<file path="src/rtl/ram_req_ctrl_if.sv">
// Request/response channel between an upstream master and the RAM request controller.
// The master issues read/write requests and consumes read responses under backpressure.
interface ram_req_ctrl_if #(
   parameter int ADDR_WIDTH = 4,
   parameter int DATA_WIDTH = 8
);
   logic                  req_valid;
   logic                  req_ready;
   logic                  req_we;
   logic [ADDR_WIDTH-1:0] req_addr;
   logic [DATA_WIDTH-1:0] req_wdata;
   logic                  rsp_valid;
   logic                  rsp_ready;
   logic [DATA_WIDTH-1:0] rsp_rdata;

   modport master (
      output req_valid, req_we, req_addr, req_wdata, rsp_ready,
      input  req_ready, rsp_valid, rsp_rdata
   );

   modport slave (
      input  req_valid, req_we, req_addr, req_wdata, rsp_ready,
      output req_ready, rsp_valid, rsp_rdata
   );
endinterface

</file>
<file path="src/rtl/ram_req_ctrl.sv">
// Request controller in front of a single-port synchronous RAM (1-cycle read latency).
// Turns valid/ready requests into RAM cycles, returns read data with backpressure, and can fill the RAM.
module ram_req_ctrl #(
   parameter int ADDR_WIDTH = 4,
   parameter int DATA_WIDTH = 8,
   parameter int DEPTH      = 16
) (
   input  logic                  clk,
   input  logic                  rst_n,
   input  logic                  init_start,
   input  logic [DATA_WIDTH-1:0] init_value,
   output logic                  init_busy,
   output logic                  init_done,
   ram_req_ctrl_if.slave         bus,
   output logic                  ram_we,
   output logic [ADDR_WIDTH-1:0] ram_addr,
   output logic [DATA_WIDTH-1:0] ram_din,
   input  logic [DATA_WIDTH-1:0] ram_dout
);

   localparam logic [ADDR_WIDTH:0]   DEPTH_W   = (ADDR_WIDTH+1)'(DEPTH);
   localparam logic [ADDR_WIDTH-1:0] LAST_ADDR = ADDR_WIDTH'(DEPTH - 1);

   typedef enum logic [1:0] {IDLE, INIT, RD_WAIT, RSP} state_t;

   state_t                state, state_nxt;
   logic                  ready_q;
   logic [ADDR_WIDTH-1:0] cnt;
   logic [ADDR_WIDTH-1:0] rd_addr;
   logic                  rd_oob;
   logic [DATA_WIDTH-1:0] fill;
   logic [DATA_WIDTH-1:0] rdata_q;

   logic idle_ok, start_fire, req_ready_i, wr_fire, rd_fire, in_range, last_fill;

   // ready_q keeps the controller quiet for the first cycle after reset release.
   assign idle_ok     = (state == IDLE) && ready_q;
   assign start_fire  = idle_ok && init_start;
   assign req_ready_i = idle_ok && !init_start;
   assign wr_fire     = bus.req_valid && req_ready_i && bus.req_we;
   assign rd_fire     = bus.req_valid && req_ready_i && !bus.req_we;
   assign in_range    = {1'b0, bus.req_addr} < DEPTH_W;
   assign last_fill   = (cnt == LAST_ADDR);

   always_ff @(posedge clk or negedge rst_n) begin
      if (!rst_n) begin
         state <= IDLE;
      end else begin
         // NOTE: non-blocking so every register samples pre-edge values regardless of block order.
         state <= state_nxt;
      end
   end

   always_comb begin
      // NOTE: default first so no path through the case leaves state_nxt unassigned (no latch).
      state_nxt = state;
      unique case (state)
         IDLE: begin
            if (start_fire)   state_nxt = INIT;
            else if (rd_fire) state_nxt = RD_WAIT;
         end
         INIT:    if (last_fill) state_nxt = IDLE;
         RD_WAIT: state_nxt = RSP;
         RSP:     if (bus.rsp_ready) state_nxt = IDLE;
         default: state_nxt = IDLE;
      endcase
   end

   always_comb begin
      ram_we   = 1'b0;
      ram_addr = bus.req_addr;
      ram_din  = bus.req_wdata;
      unique case (state)
         IDLE:    ram_we = wr_fire && in_range;
         INIT: begin
            ram_we   = 1'b1;
            ram_addr = cnt;
            ram_din  = fill;
         end
         RD_WAIT: ram_addr = rd_addr;
         default: ;
      endcase
   end

   assign bus.req_ready = req_ready_i;
   assign bus.rsp_valid = (state == RSP);
   assign bus.rsp_rdata = rdata_q;
   assign init_busy     = (state == INIT);

   always_ff @(posedge clk or negedge rst_n) begin
      if (!rst_n) begin
         ready_q   <= 1'b0;
         init_done <= 1'b0;
         cnt       <= '0;
         fill      <= '0;
         rd_addr   <= '0;
         rd_oob    <= 1'b0;
         rdata_q   <= '0;
      end else begin
         ready_q   <= 1'b1;
         init_done <= (state == INIT) && last_fill;
         if (start_fire) begin
            fill <= init_value;
            cnt  <= '0;
         end else if (state == INIT) begin
            cnt <= cnt + 1'b1;
         end
         if (rd_fire) begin
            rd_addr <= bus.req_addr;
            rd_oob  <= !in_range;
         end
         // Out-of-range reads still take the normal path but return zero.
         if (state == RD_WAIT) rdata_q <= rd_oob ? '0 : ram_dout;
      end
   end

endmodule
</file>
<file path="src/flat_wrapper.sv">
// flat-port wrapper written by rule: the top's interface ports become plain ports
module ram_req_ctrl_flat 
#(
   parameter int ADDR_WIDTH = 4,
   parameter int DATA_WIDTH = 8,
   parameter int DEPTH      = 16
)
  (clk, rst_n, init_start, init_value, init_busy, init_done, ram_we, ram_addr, ram_din, ram_dout, bus_req_valid, bus_req_we, bus_req_addr, bus_req_wdata, bus_rsp_ready, bus_req_ready, bus_rsp_valid, bus_rsp_rdata);
  ram_req_ctrl_if #(.ADDR_WIDTH(ADDR_WIDTH), .DATA_WIDTH(DATA_WIDTH)) bus_i ();
  input  logic clk;
  input  logic rst_n;
  input  logic init_start;
  input  logic [DATA_WIDTH-1:0] init_value;
  output logic init_busy;
  output logic init_done;
  output logic ram_we;
  output logic [ADDR_WIDTH-1:0] ram_addr;
  output logic [DATA_WIDTH-1:0] ram_din;
  input  logic [DATA_WIDTH-1:0] ram_dout;
  input wire logic [$bits(bus_i.req_valid)-1:0] bus_req_valid;
  input wire logic [$bits(bus_i.req_we)-1:0] bus_req_we;
  input wire logic [$bits(bus_i.req_addr)-1:0] bus_req_addr;
  input wire logic [$bits(bus_i.req_wdata)-1:0] bus_req_wdata;
  input wire logic [$bits(bus_i.rsp_ready)-1:0] bus_rsp_ready;
  output wire logic [$bits(bus_i.req_ready)-1:0] bus_req_ready;
  output wire logic [$bits(bus_i.rsp_valid)-1:0] bus_rsp_valid;
  output wire logic [$bits(bus_i.rsp_rdata)-1:0] bus_rsp_rdata;
  assign bus_i.req_valid = bus_req_valid;
  assign bus_i.req_we = bus_req_we;
  assign bus_i.req_addr = bus_req_addr;
  assign bus_i.req_wdata = bus_req_wdata;
  assign bus_i.rsp_ready = bus_rsp_ready;
  assign bus_req_ready = bus_i.req_ready;
  assign bus_rsp_valid = bus_i.rsp_valid;
  assign bus_rsp_rdata = bus_i.rsp_rdata;
  ram_req_ctrl #(.ADDR_WIDTH(ADDR_WIDTH), .DATA_WIDTH(DATA_WIDTH), .DEPTH(DEPTH)) u_core (.clk(clk), .rst_n(rst_n), .init_start(init_start), .init_value(init_value), .init_busy(init_busy), .init_done(init_done), .bus(bus_i), .ram_we(ram_we), .ram_addr(ram_addr), .ram_din(ram_din), .ram_dout(ram_dout));
endmodule
</file>
<file path="config.mk">
export PLATFORM = sky130hd
export DESIGN_NAME = ram_req_ctrl_flat
export DESIGN_NICKNAME = d
export VERILOG_FILES = /design/src/rtl/ram_req_ctrl_if.sv /design/src/rtl/ram_req_ctrl.sv /design/src/flat_wrapper.sv
export SDC_FILE = /design/constraint.sdc
export NUM_CORES = 1
export LEC_CHECK = 0
export ABC_AREA = 1
export BUFFER_PORTS_ARGS = -buffer_cell sky130_fd_sc_hd__buf_2
export CAP_MARGIN = 10
export CORE_MARGIN = 2
export CORE_UTILIZATION = 40
export DETAILED_ROUTE_END_ITERATION = 12
export GPL_TIMING_DRIVEN = 0
export PLACE_DENSITY = 0.68
export SLEW_MARGIN = 5
export SYNTH_ARGS = -nofsm -noshare
export SYNTH_HDL_FRONTEND = slang
export SYNTH_SLANG_ARGS = --single-unit
export TNS_END_PERCENT = 5
</file>
<file path="constraint.sdc">
create_clock -name clk -period 2.8 [get_ports clk]
set_input_delay 0.42 -clock clk [delete_from_list [all_inputs] [get_ports clk]]
set_output_delay 0.42 -clock clk [all_outputs]
set_load 0.05 [all_outputs]
</file>
* After elaboration in Yosys (flattened, before gate mapping)
Cells that the tools add are included.
** Storage, ports and cells
- Input port bits :: 34
- Logic and storage cells :: 37
- Register bits :: 28
- Output and inout bits :: 25
** Operators by class
- $add $sub $neg :: 1
- Reduce and logical (&&, ||, !) cells :: 12
- Eq/ne operators :: 7
- Muxes and demuxes :: 10
** Operators by type and width (number)
- 2-to-1 mux 2 bit :: 4
- 2-to-1 mux 4 bit :: 2
- 2-to-1 mux 8 bit :: 1
- case mux 2 bit (4 select lines) :: 1
- case mux 4 bit (2 select lines) :: 1
- logical AND 1 bit :: 7
- adder 4 x 1 -> 4 bit (second input constant) :: 1
- equality test 2 bit (second input constant) :: 2
- equality test 4 bit (second input constant) :: 1
- inequality test 3 x 1 -> 1 bit (second input constant) :: 1
- AND reduction 3 bit :: 1
- equality test 2 x 1 -> 1 bit (second input constant) :: 1
- logical NOT 1 bit :: 2
- logical NOT 2 bit :: 1
- inequality test 2 x 1 -> 1 bit (second input constant) :: 1
- inequality test 2 bit (second input constant) :: 1
- case mux 1 bit (2 select lines) :: 1
- nonzero test 2 bit :: 1

* Logic depth before layout (Yosys ltp)
Gate-level depths: netlist of run 1.
- Depth in word-level cells :: 8
- Gate-level depth with buffers :: 9
- Gate-level depth less buffers :: 9

* Worst setup path after synthesis of run 1
Ideal clock, no wire load.
- Kind :: reg-to-output
- Start point :: register u_core.state[0]
- End point :: output port ram_we
- Data arrival time :: 2.263 ns
- Required time :: 2.380 ns
- Stages on the path, launching flop included :: 7
- Slack :: 0.117 ns
- Cells stage by stage :: dfrtp_1 inv_1 ha_1 nand2_2 nor2_4 nand2_1 o21ai_0
** Between the ends
- Longest elaborated chain between the ends :: 6
** RTL lines
- start: declaration :: line ram_req_ctrl.sv:26 : state_t state, state_nxt;
- start signal: assignment :: line ram_req_ctrl.sv:50 : state <= state_nxt;
- logical NOT 2 bit :: line ram_req_ctrl.sv:37 : assign idle_ok = (state == IDLE) && ready_q;
- logical AND 1 bit :: line ram_req_ctrl.sv:37
- logical AND 1 bit :: line ram_req_ctrl.sv:39 : assign req_ready_i = idle_ok && !init_start;
- named net bus_req_ready :: line flat_wrapper.sv:25 : output wire logic [$bits(bus_i.req_ready)-1:0] bus_req_ready;
- logical AND 1 bit (2 in series) :: line ram_req_ctrl.sv:40 : assign wr_fire = bus.req_valid && req_ready_i && bus.req_we;
- case mux 1 bit (2 select lines) :: line ram_req_ctrl.sv:73 : unique case (state)
- end: declaration :: line flat_wrapper.sv:16 : output logic ram_we;
The timed path passes the listed nets, and every way through them passes these cells.

* Worst setup path after layout of run 1
- Start point :: register u_core.state[1]
- End point :: output port ram_addr[3]
** Between the ends
- Longest elaborated chain between the ends :: 2
** RTL lines
- equality test 2 bit or equality test 2 x 1 -> 1 bit (tied branches) :: line ram_req_ctrl.sv:73
- case mux 4 bit (2 select lines) * :: line ram_req_ctrl.sv:73
- end: declaration :: line flat_wrapper.sv:17 : output logic [ADDR_WIDTH-1:0] ram_addr;
Mark *: on every way between the ends. The rest lies on a longest branch, timed or not.

==> results summary, run 1 <==
The flow ran to the end, and the final reports show no timing, DRC or antenna violations. The number of unique standard cell types used by synthesis came out at 21. The top fanout value on the critical path is 10. The share of the Yosys chip area taken by registers is 0.489.

STA classifies the critical path endpoint as a primary output. Setup violations remaining at the end of the flow were counted as 0. The tree is rooted in a sky130_fd_sc_hd__clkbuf_4. The biggest area contributor in the post-synthesis netlist is sky130_fd_sc_hd__dfrtp_1. Yosys printed 0 warnings. The simple-gate share of the synthesized area came out at 0.352. The count of nets left with antenna violations once routing finished came out at 0. TritonCTS built the clock tree. The transition time at the pin with the least slew margin came out at between 600 and 700 ps. The mapped cell area is between 1000 and 1500 um2.

The clock insertion delay at the later pin of the skew report came out at between 300 and 400 ps. The worst relative slew slack is 0.592. IR analysis of the VDD net gives a maximum drop of ~0.65 mV.

STA classifies the critical path startpoint as a register. The vertical die dimension came out at 63.9 um. For this run the aggregate overflow at the end of global routing stands at 0. The fraction of the mapped netlist area in adder cells came out at 0.0524. The I/O pin count is around 60. The clock slew seen by the registers of the worst setup and hold paths is about 150 ps. By area the synthesized netlist is led by sky130_fd_sc_hd__dfrtp_1, sky130_fd_sc_hd__nand2_1, sky130_fd_sc_hd__ha_1. The full die area came out at about 4100 um2. The path type of the worst min-delay path is primary input to asynchronous set/reset pin.

For this block, the routed nets add up to ~2900 um of wire. The worst clock skew on the final layout came out at 7.46 ps. The maximum clock insertion buffer count is 2. The average vias per placed instance is roughly 4.5.

The synthesized net count is 229. The number of diodes added for antenna fixing came out at 0. The number of nets in the layout is 292.

The number of hold buffers added after CTS came out at 0. Setup repair after global routing left no endpoint under its margin. The initial antenna violation count is 0. Of the cells placed in the final design, the portion with a size suffix greater than 1 is 0.303. The number of endpoints with negative hold slack in the final report is 0.

The die is ~64 um wide. Routability-driven placement finished with a final weighted congestion of slightly below 0.8. Port buffering added 58 buffers. After synthesis, the mean cell area works out to between 7 and 8 um2. In the routed design, unresolved DRC markers number 0. The number of clock buffers inserted by TritonCTS is 3.

The region available for standard cell placement spans ~3400 um2. The placed wire-length estimate came out at ~2300 um. The number of sinks on the clock net came out at 28. The effective utilization at floorplan came out at 0.423.

The power per unit of standard cell area came out at 1240 nW/um2. The xor-xnor portion of the synthesized cell area came out at 0. The global-route usage over all layers came out at 0.151. The overall via count from detail_route came out at 1323. For this run, the top clock speed supported by timing is approximately 0.42 GHz. The cell row count came out at 21. Synthesis produced approximately 190 cells.

The compound-gate portion of the synthesized area came out at 0.0419. Gates resized during post-CTS repair numbered 0. The combinational family with the most area after synthesis is simple AND/OR/NAND/NOR gates. The final routed wire length divided by cell count is around 9.8 um. The worst hold-check slack is about 82 ps. In the finished design, the share of the clock period the worst path needs comes to 0.856. The first-pass GRT wire length came out at roughly 5000 um. At the worst endpoint, the required time is about 2400 ps. The worst setup path is of the register to primary output kind.

Across the run, the number of max-cap violations was 0. The starting DRC count in detailed routing is 30. The pin count of the biggest net entering global routing came out at 29. The summed negative setup slack over all endpoints is 0 ps. The total number of H-tree levels is 1.

The clock period minus final worst setup slack is 2400 ps. The first detailed-routing pass ran for 4 iterations. The via count of the first global-routing pass came out at 1240. The area share of the leading cell type in the synthesized netlist came out at 0.489. The logic depth of the worst register-to-register path came out at 9. The count of buffers added by post-CTS timing repair for setup came out at 0. The data arrival time of the critical path came out at a little under 2000 ps. Summed over all cells, the static leakage comes to between 0.001 and 0.0015 uW. Measured against the total synthesized area, the mux share comes to 0.00698. The final-report max-slew violation count came out at 0. The post-synthesis to final-layout area growth came out at 27.9%. The total of flip-flops plus latches after synthesis came out at 28.
## critical path, stage by stage, from the launching register on
cell and delay [ps]:
sky130_fd_sc_hd__dfrtp_1 440, sky130_fd_sc_hd__inv_1 110, sky130_fd_sc_hd__ha_1 170, sky130_fd_sc_hd__buf_2 180
sky130_fd_sc_hd__buf_2 230, sky130_fd_sc_hd__nand2_1 80, sky130_fd_sc_hd__a31oi_1 160, sky130_fd_sc_hd__buf_2 290
## metal layers
metal | vias up | GRT usage | wire (um)
met5 | - | 0 | 0
met4 | 0 | 0.0652 | 48
met3 | 4 | 0.0106 | 115
met2 | 32 | 0.254 | 1310
met1 | 592 | 0.200 | 1450
li1 | 695 | - | -
## final timing paths
kind                                          from                      end  slack [ps]
setup / recovery                   u_core.state[1]              ram_addr[3]         400
hold / removal                               rst_n        u_core.rd_addr[2]          80
setup reg to reg                   u_core.state[1]          u_core.state[0]        1300
hold reg to reg            u_core.bus.rsp_rdata[1]  u_core.bus.rsp_rdata[1]         480
max in group asynchronous                    rst_n  u_core.bus.rsp_rdata[5]        2320
min in group clk                     init_value[4]           u_core.fill[4]         270
## per-stage QoR
stage                     worst slack [ps]  area (um2)   util  cells  total power (uW)
after global routing                   238        1830  0.541    297              2450
final                                  402        1830  0.541    297              2280
after global placement                 751        1780  0.526    293              2020
after floorplan                        117        1430      -    189              1740
after CTS                              375        1830  0.541    297              2290
after detailed placement               755        1780  0.526    293              2040
## cell usage in the layout, fill, tap and decap left out, types with 4 or more instances in the layout
| cell | instances |
|---|---|
| sky130_fd_sc_hd__o21ai_0 | 4 |
| sky130_fd_sc_hd__a31oi_1 | 4 |
| sky130_fd_sc_hd__dfrtp_1 | 28 |
| sky130_fd_sc_hd__ha_1 | 6 |
| sky130_fd_sc_hd__nand2_1 | 104 |
| sky130_fd_sc_hd__inv_1 | 11 |
| sky130_fd_sc_hd__nor2_1 | 8 |
| sky130_fd_sc_hd__buf_2 | 63 |
## cells in the mapped netlist
master / number
sky130_fd_sc_hd__mux2i_1: 1
sky130_fd_sc_hd__nand2_1: 104
sky130_fd_sc_hd__nand3_4: 1
sky130_fd_sc_hd__nor3_1: 1
sky130_fd_sc_hd__ha_1: 6
sky130_fd_sc_hd__inv_1: 11
sky130_fd_sc_hd__buf_2: 5
sky130_fd_sc_hd__o21ai_0: 4
sky130_fd_sc_hd__clkbuf_1: 1
sky130_fd_sc_hd__dfrtp_1: 28
sky130_fd_sc_hd__nand3_2: 1
sky130_fd_sc_hd__nor2_1: 8
sky130_fd_sc_hd__inv_4: 1
sky130_fd_sc_hd__inv_2: 1
sky130_fd_sc_hd__a21oi_1: 3
sky130_fd_sc_hd__nor2_4: 1
sky130_fd_sc_hd__a31oi_1: 4
sky130_fd_sc_hd__nor2_2: 1
sky130_fd_sc_hd__conb_1: 1
sky130_fd_sc_hd__nand3_1: 3
sky130_fd_sc_hd__nand2_2: 3
## area by class of cell
cell class,count,area (um2)
buffer,6,28.8
clock buffer,3,22.5
clock inverter,1,30.0
fill,336,1560
inverter,13,51.3
multi-input combinational,142,653
sequential,28,701
tap,46,57.6
timing repair buffer,58,290
## sequential cells by signal, indices dropped and copies added, names as in the netlist
name                  count
u_core.state              2
u_core.cnt                4
u_core.init_done          1
u_core.rd_addr            4
u_core.bus.rsp_rdata      8
u_core.ready_q            1
u_core.fill               8
## cell families after synthesis
| group | count (synthesis) |
|---|---|
| DFF | 28 |
| other | 1 |
| and+or+nand+nor | 123 |
| AOI/OAI and AO/OA | 11 |
| buffers and inverters | 19 |
| adders and majority gates | 6 |
| muxes | 1 |
## report_power, final
group / switching (uW) / internal [uW] / leakage (uW)
clock: 114 / 145 / 0.0000279
combinational: 996 / 344 / 0.000699
sequential: 99.4 / 579 / 0.000352
No activity file was read; power rests on OpenSTA's default activity.
==> inputs of run 2 (changes only) <==
==> constraint.sdc (replaced) <==
create_clock -name clk -period 2.65 [get_ports clk]
set_input_delay 0.3975 -clock clk [delete_from_list [all_inputs] [get_ports clk]]
set_output_delay 0.3975 -clock clk [all_outputs]
set_load 0.05 [all_outputs]
==> run 2 against run 1 <==
- combinational power rose by 6%
- clock skew rose by 9.4 ps
- sequential power is 5.2% higher
- non-clock buffer count did not move
- utilization stayed put
- sequential cell count is the same
- highest routed layer unchanged
- largest cell class unchanged
- hold slack worse by 33 ps
==> results summary, run 2 (synthesis results as in run 1) <==
The die outline width is around 64 um. The maximum clock insertion buffer count is 2. The fraction of final layout cells sized beyond drive strength 1 came out at 0.303. Including well taps, the total number of placed cells is around 290. The count of nets left with antenna violations after detail routing is 0. The number of clock buffers inserted by TritonCTS came out at 3. The iteration count of the initial detailed-routing pass is 4. The first-pass GRT wire length is ~5000 um. Summing all placed instances gives a cell area of ~1800 um2. The met3 demand-to-capacity share in global routing came out at 0.0246.

The area of the core region came out at between 3000 and 4000 um2. The number of remaining DRC errors is 0. The critical path goes through inv_1, ha_1, buf_2, buf_2, nand2_1, a31oi_1, buf_2. In this run the worst path has a maximum fanout of 10. The worst clock skew on the final layout came out at between 15 and 20 ps. The total power is roughly 2400 uW. The leakage power is around 0.0011 uW.

The I/O pin count is a little under 60. The first routing iteration left 42 violations. The number of cells upsized or downsized after cts is 0. The master cell of the clock root buffer is sky130_fd_sc_hd__clkbuf_4. STA classifies the critical path endpoint as a primary output. The port buffer count came out at a little under 60. The number of nets in the layout came out at approximately 290. The finished layout holds between 200 and 300 standard cells, fillers aside.

The final routed wire length divided by cell count came out at between 9 and 10 um. Across the run, the number of max-cap violations was 0. The initial antenna violation count is 0. The number of diodes added for antenna fixing came out at 0. The path class of the tightest hold or removal check is primary input to asynchronous set/reset pin. Once detailed placement completed, the half-perimeter wirelength came to about 2300 um. The kind of cell with the highest combined delay along the critical path is buffers and inverters. The slowest library cell on the worst path is sky130_fd_sc_hd__dfrtp_1. The full die area is about 4100 um2. The number of hold buffers added after CTS is 0.

The final setup violation count came out at 0. Among the stages of the critical path, the cell type that occurs most often is sky130_fd_sc_hd__buf_2. The clock insertion delay at the later pin of the skew report is around 330 ps. The buffering stage count on the worst path with inverters included came out at 4. In this run the tightest slew margin relative to its limit is 0.593. The pin count of the biggest net entering global routing came out at 29. The post-route fraction of the period consumed by the critical path is 0.887. The clock period could shrink to 2350 ps. The effective utilization at floorplan is 0.423. The type of the worst setup path is register to primary output. The flow ran to the end, and the final reports show no timing, DRC or antenna violations. In this run the power density over the cells is between 1000 and 1500 nW/um2. The met1 track demand over resource in global routing came out at 0.199. The number of sinks on the clock net is 28. At the end of routability-driven placement, the weighted congestion stood at between 0.8 and 0.9.

The cell row count came out at 21. The required time at the endpoint of the critical path is 2250 ps. The data arrival time of the critical path came out at 1950 ps. The count of filler cells inserted in the layout is ~350.

The maximum VDD drop is about 0.56 mV. The overall via count from detail_route came out at between 1000 and 1500. Setup repair after global routing left no endpoint under its margin.

The CTS tree is done. The final-report max-slew violation count came out at 0. The number of endpoints with negative hold slack in the final report came out at 0. For the pin with the worst max-slew slack, the measured transition is a little over 600 ps. The count of buffers added by post-CTS timing repair for setup is 0.

The worst hold-check slack is just under 50 ps. In this run the most used layer during global routing was met2. After routing the design area is between 1500 and 2000 um2.

In the global route stage, met2 resource usage came out at 0.264. The most frequent standard cell in the layout excluding fill and tap cells is sky130_fd_sc_hd__nand2_1. The clock slew seen by the registers of the worst setup and hold paths is 160 ps.

The worst setup path is launched from a register. The via count of the first global-routing pass is 1208. For this run, the slowest stage of the critical path takes about 440 ps. Derived from the worst setup path, the maximum achievable clock frequency is roughly 0.43 GHz. The summed negative setup slack over all endpoints came out at 0 ps. The global-route usage over all layers is 0.154. The total number of H-tree levels came out at 1. The post-synthesis to final-layout area growth came out at 27.9%. From bottom edge to top edge, the die measures around 64 um. The routed design has around 3000 um of wire.

Summed over all layers, the global routing overflow is 0. The library cells used most frequently in the layout, excluding fill and tap cells, are sky130_fd_sc_hd__nand2_1, sky130_fd_sc_hd__buf_2, sky130_fd_sc_hd__dfrtp_1. After detailed routing, the number of vias per cell comes to ~4.4.
-- run 2: cell counts in the layout (fill, tap and decap cells not counted) --
Identical to the previous run, type by type.
-- run 2: worst paths after layout --
kind                                          from  slack [ps]                       to  depth (start not counted)
max                                u_core.state[1]         300              ram_addr[3]                          7
min                                          rst_n          50        u_core.rd_addr[3]                          1
max reg2reg                        u_core.state[1]        1140          u_core.state[0]                          9
min reg2reg                u_core.bus.rsp_rdata[3]         480  u_core.bus.rsp_rdata[3]                          2
max in group asynchronous                    rst_n        2190          u_core.state[0]                          1
min in group clk                     init_value[1]         240           u_core.fill[1]                          3
-- run 2: layout make-up --
| cell class | count | area, um2 | area share |
|---|---|---|---|
| Buffer | 6 | 28.8 | 0.0157 |
| Clock buffer | 3 | 22.5 | 0.0123 |
| Clock inverter | 1 | 30.0 | 0.0164 |
| Inverter | 13 | 51.3 | 0.0280 |
| Multi-Input combinational cell | 142 | 653 | 0.356 |
| Sequential cell | 28 | 701 | 0.382 |
| Tap cell | 46 | 57.6 | 0.0314 |
| Timing Repair Buffer | 58 | 290 | 0.158 |
-- run 2: power breakdown --
part	internal (uW)	total (uW)	switching, uW
logic	363	1420	1050
clock network	153	276	123
registers	612	714	102
total	1130	2410	1280
-- run 2: per-layer routing --
layer,up-vias,wire (um),part of all wire
met4,0,35,0.012
met1,581,1400,0.48
met2,27,1360,0.46
li1,694,-,-
met3,4,135,0.046
met5,-,0,0
-- run 2: stage by stage --
step                      setup WS (ps)  utilization
after floorplan                    15.7            -
after global placement              629        0.526
after detailed placement            633        0.526
after CTS                           247        0.541
after global routing               63.2        0.541
final                               299        0.541
==> inputs of run 3 (changes only) <==
--- a/config.mk
+++ b/config.mk
@@ -5,14 +5,13 @@
 export SDC_FILE = /design/constraint.sdc
 export NUM_CORES = 1
 export LEC_CHECK = 0
-export ABC_AREA = 1
 export BUFFER_PORTS_ARGS = -buffer_cell sky130_fd_sc_hd__buf_2
 export CAP_MARGIN = 10
 export CORE_MARGIN = 2
 export CORE_UTILIZATION = 40
 export DETAILED_ROUTE_END_ITERATION = 12
 export GPL_TIMING_DRIVEN = 0
-export PLACE_DENSITY = 0.68
+export PLACE_DENSITY = 0.69
 export SLEW_MARGIN = 5
 export SYNTH_ARGS = -nofsm -noshare
 export SYNTH_HDL_FRONTEND = slang
==> run 3 against run 2 <==
- clock skew fell by 5.4 ps
- sequential power increased by 4.8%
- clock power shrank 24%
- design area is 2.0% lower
- area after synthesis shrank 1.7%
- power up 4.7%
- utilization decreased by 0.66 points
==> results summary, run 3 <==
The run finished with clean final reports. The final-report max-slew violation count was 0. The mapped cell area is 1410 um2. Setup repair after global routing left no endpoint under its margin. The via count of the first global-routing pass is 1136. The first-pass GRT wire length is ~5000 um. Of the total synthesized cell area, the portion taken by full adders, half adders and majority gates is 0.0532. The CTS tree is done. The placed standard-cell area came out at 1760 um2.

The number of synthesis warnings came out at 0. The global-route usage over all layers is 0.157. The port buffer count is 58. After filler insertion, the fill cell instance count of the layout stands at 338. For this design the total switching power over the nets is 1290 uW. The share of synthesized area in the top cell type comes to 0.497. The top fanout value on the critical path came out at 10. The number of endpoints with negative hold slack in the final report is 0. The die covers about 4000 um2. The global placement routability congestion came out at about 0.75. The cell row count is 21. From synthesis to final layout, the design area changed by 27.5%. Counting flops with a built-in enable in the synthesized netlist gives 0. The worst hold-check slack is 53.5 ps. The number of clock buffers inserted by TritonCTS came out at 3. The clock arrives with between 10 and 15 ps of skew. After global routing the overflow that remains totals 0. The detailed router finished its first iteration with 23 violations. Synthesis instantiated 28 different standard cells from the library.

In this run the count of I/O pins placed on the die edge is 59. The number of diodes added for antenna fixing is 0. Detailed placement ended at an HPWL of approximately 2200 um. In the synthesized netlist, the number of instances is about 110. The most common flop cell mapped by yosys is sky130_fd_sc_hd__dfrtp_1. The summed negative setup slack over all endpoints came out at 0 ps. The multi-input combinational cells in the finished layout cover a total of ~650 um2. The number of nets in the layout came out at between 200 and 250. The die outline width came out at 63.4 um. The number of remaining DRC errors is 0. The detailed-route wire length is just under 3000 um. The total number of H-tree levels came out at 1. The internal power of the cells is between 1000 and 1500 uW. The routed layout has between 1000 and 1500 vias. Of the total synthesized cell area, the portion taken by AND, OR, NAND and NOR gates is 0.0736. In the final routed layout, each cell accounts on average for between 10 and 15 um. The core region is 3360 um2. The initial antenna violation count came out at 0. The share of total power dissipated in sequential elements is 0.297. The mean post-synth cell area is around 13 um2. Of the total power, the share spent switching nets is 0.510. The number of hold buffers added after CTS came out at 0.

Sorting the synthesized cells by how often they occur yields sky130_fd_sc_hd__dfrtp_1, sky130_fd_sc_hd__mux2_2, sky130_fd_sc_hd__nor2_1. The first TritonRoute pass finished after 4 iterations. The register area is 701 um2.

The maximum clock rate is just over 0.4 GHz. The effective utilization at floorplan came out at 0.419. For the worst-skew pair, the clock arrives at the later sink with an insertion delay of between 300 and 400 ps. In this run the power density over the cells is 1400 nW/um2. Of the post-synthesis cell area, the part taken by muxes is 0.252.

Dividing the detail-routed via count by the number of cells gives between 4 and 5. The compound-gate portion of the synthesized area came out at 0.0559. The count of buffers added by post-CTS timing repair for setup is 0. The total of flip-flops plus latches after synthesis is 28.

The clock share of power came out at 0.083. The path type of the worst min-delay path is primary input to asynchronous set/reset pin. The final cell area excluding filler cells came out at around 1800 um2. The number of sinks on the clock net came out at 28.

By area the synthesized netlist is led by sky130_fd_sc_hd__dfrtp_1, sky130_fd_sc_hd__mux2_2, sky130_fd_sc_hd__ha_1. The xor-xnor portion of the synthesized cell area came out at 0.0186. The leading area contributor after synthesis is sky130_fd_sc_hd__dfrtp_1. Once detail routing completed, the nets flagged for antenna violations numbered 0. The fraction of registers with async set or reset after synthesis came out at 1.00. The critical path capture point type is a primary output. In this run the tightest slew margin relative to its limit is 0.578.

The number of cells upsized or downsized after cts came out at 0. The count of placed standard cells in the final layout, fillers left out is about 220. In this run the static leakage power is 0.000891 uW. The count of placed standard cells including taps is 213. The data arrival time of the critical path is 2090 ps. The synthesized net count is between 100 and 150.

The library cells used most frequently in the layout, excluding fill and tap cells, are sky130_fd_sc_hd__buf_2, sky130_fd_sc_hd__dfrtp_1, sky130_fd_sc_hd__mux2_2. Dividing the final minimum period by the clock period gives 0.938. The clock period minus final worst setup slack is 2480 ps. The share of total power in combinational logic came out at 0.620. Clock-pin slew was measured on the worst setup and hold paths at about 150 ps. The pin count of the biggest net entering global routing is 29. The worst setup path is launched from a register. The sequential fraction of the synthesis area came out at 0.497. The maximum clock insertion buffer count came out at 2. In this run the clock root is driven by a sky130_fd_sc_hd__clkbuf_4. After synthesis, the largest family of logic cells by area is multiplexers. The transition time at the pin with the least slew margin came out at 632 ps. The most used standard cell by instance count after synthesis is sky130_fd_sc_hd__dfrtp_1. Measured along the y axis, the die boundary spans between 60 and 70 um. The maximum VDD drop is 0.611 mV. The most frequent standard cell in the layout excluding fill and tap cells is sky130_fd_sc_hd__buf_2. Setup violations remaining at the end of the flow were counted as 0.

The number of max-cap violations is 0. The fraction of final layout cells sized beyond drive strength 1 came out at 0.579. At the worst endpoint, the required time is between 2000 and 2500 ps. The final core utilization is 0.535. By startpoint and endpoint, the worst setup path is classified as register to primary output.
-- run 3: cell types whose count changed in the layout (fill, tap and decap cells not counted), sizes merged, moves of 2 or more --
cell    change
nand2     -104
o21ai       -2
nand3       -4
mux2i       +3
clkbuf      +2
xor2        +2
a31oi       -4
inv        -11
mux2       +28
a22oi       +4
-- run 3: routing by layer --
layer	part of all wire	vias to the layer above	wire length, um	global-route usage
li1	-	504	-	-
met1	0.40	524	1160	0.173
met2	0.55	21	1590	0.296
met3	0.039	5	114	0.0321
met4	0.013	0	38	0.0489
met5	0	-	0	0
-- run 3: final timing paths --
kind                                 start                 endpoint  slack, ps  cells after the start
max                        u_core.state[1]               ram_din[6]        170                      6
min reg2reg                 u_core.fill[4]           u_core.fill[4]        510                      1
max in group asynchronous            rst_n  u_core.bus.rsp_rdata[0]       2180                      1
min                                  rst_n        u_core.rd_addr[2]         50                      1
min in group clk               ram_dout[2]  u_core.bus.rsp_rdata[2]        270                      2
max reg2reg                u_core.state[1]        u_core.rd_addr[0]        960                      6
-- run 3: power by group through the flow --
| stage | sequential [uW] | clock (uW) | combinational [uW] |
|---|---|---|---|
| 5_1_grt | 778 | 236 | 1660 |
| 4_1_cts | 751 | 217 | 1580 |
| 3_3_place_gp | 743 | 0 | 1550 |
| 3_5_place_dp | 760 | 0 | 1580 |
| 6_report | 748 | 210 | 1560 |
| 2_1_floorplan | 951 | 0 | 1050 |
-- run 3: critical path, stage by stage, from the launching register on --
cell and delay (ps):
sky130_fd_sc_hd__dfrtp_1 430, sky130_fd_sc_hd__inv_1 130, sky130_fd_sc_hd__ha_1 200, sky130_fd_sc_hd__clkbuf_8 190
sky130_fd_sc_hd__buf_2 230, sky130_fd_sc_hd__mux2_2 350, sky130_fd_sc_hd__buf_2 210
-- run 3: cells by family (layout without fill, tap and decap cells) --
group | after synthesis | in the layout
AOI/OAI and AO/OA | 12 | 12
xor gates and xnor gates | 3 | 3
adders and majority gates | 6 | 6
buffers and inverters | 8 | 70
DFF | 28 | 28
muxes | 32 | 32
other | 1 | 1
and+or+nand+nor | 19 | 19
-- run 3: cell type report --
type | instances | share of cell area
flip-flops and latches | 28 | 0.390
multi-input cells | 73 | 0.360
repair buffers | 58 | 0.161
plain buffers | 6 | 0.0327
well taps | 46 | 0.0320
clock buffers | 4 | 0.0202
inverters | 2 | 0.00418
-- run 3: stage by stage --
| step | setup WS (ps) | total power [uW] |
|---|---|---|
| final | 165 | 2520 |
| after global routing | 49.3 | 2670 |
| after CTS | 159 | 2550 |
| after detailed placement | 561 | 2340 |
| after global placement | 575 | 2290 |
| after floorplan | -80.5 | 2000 |
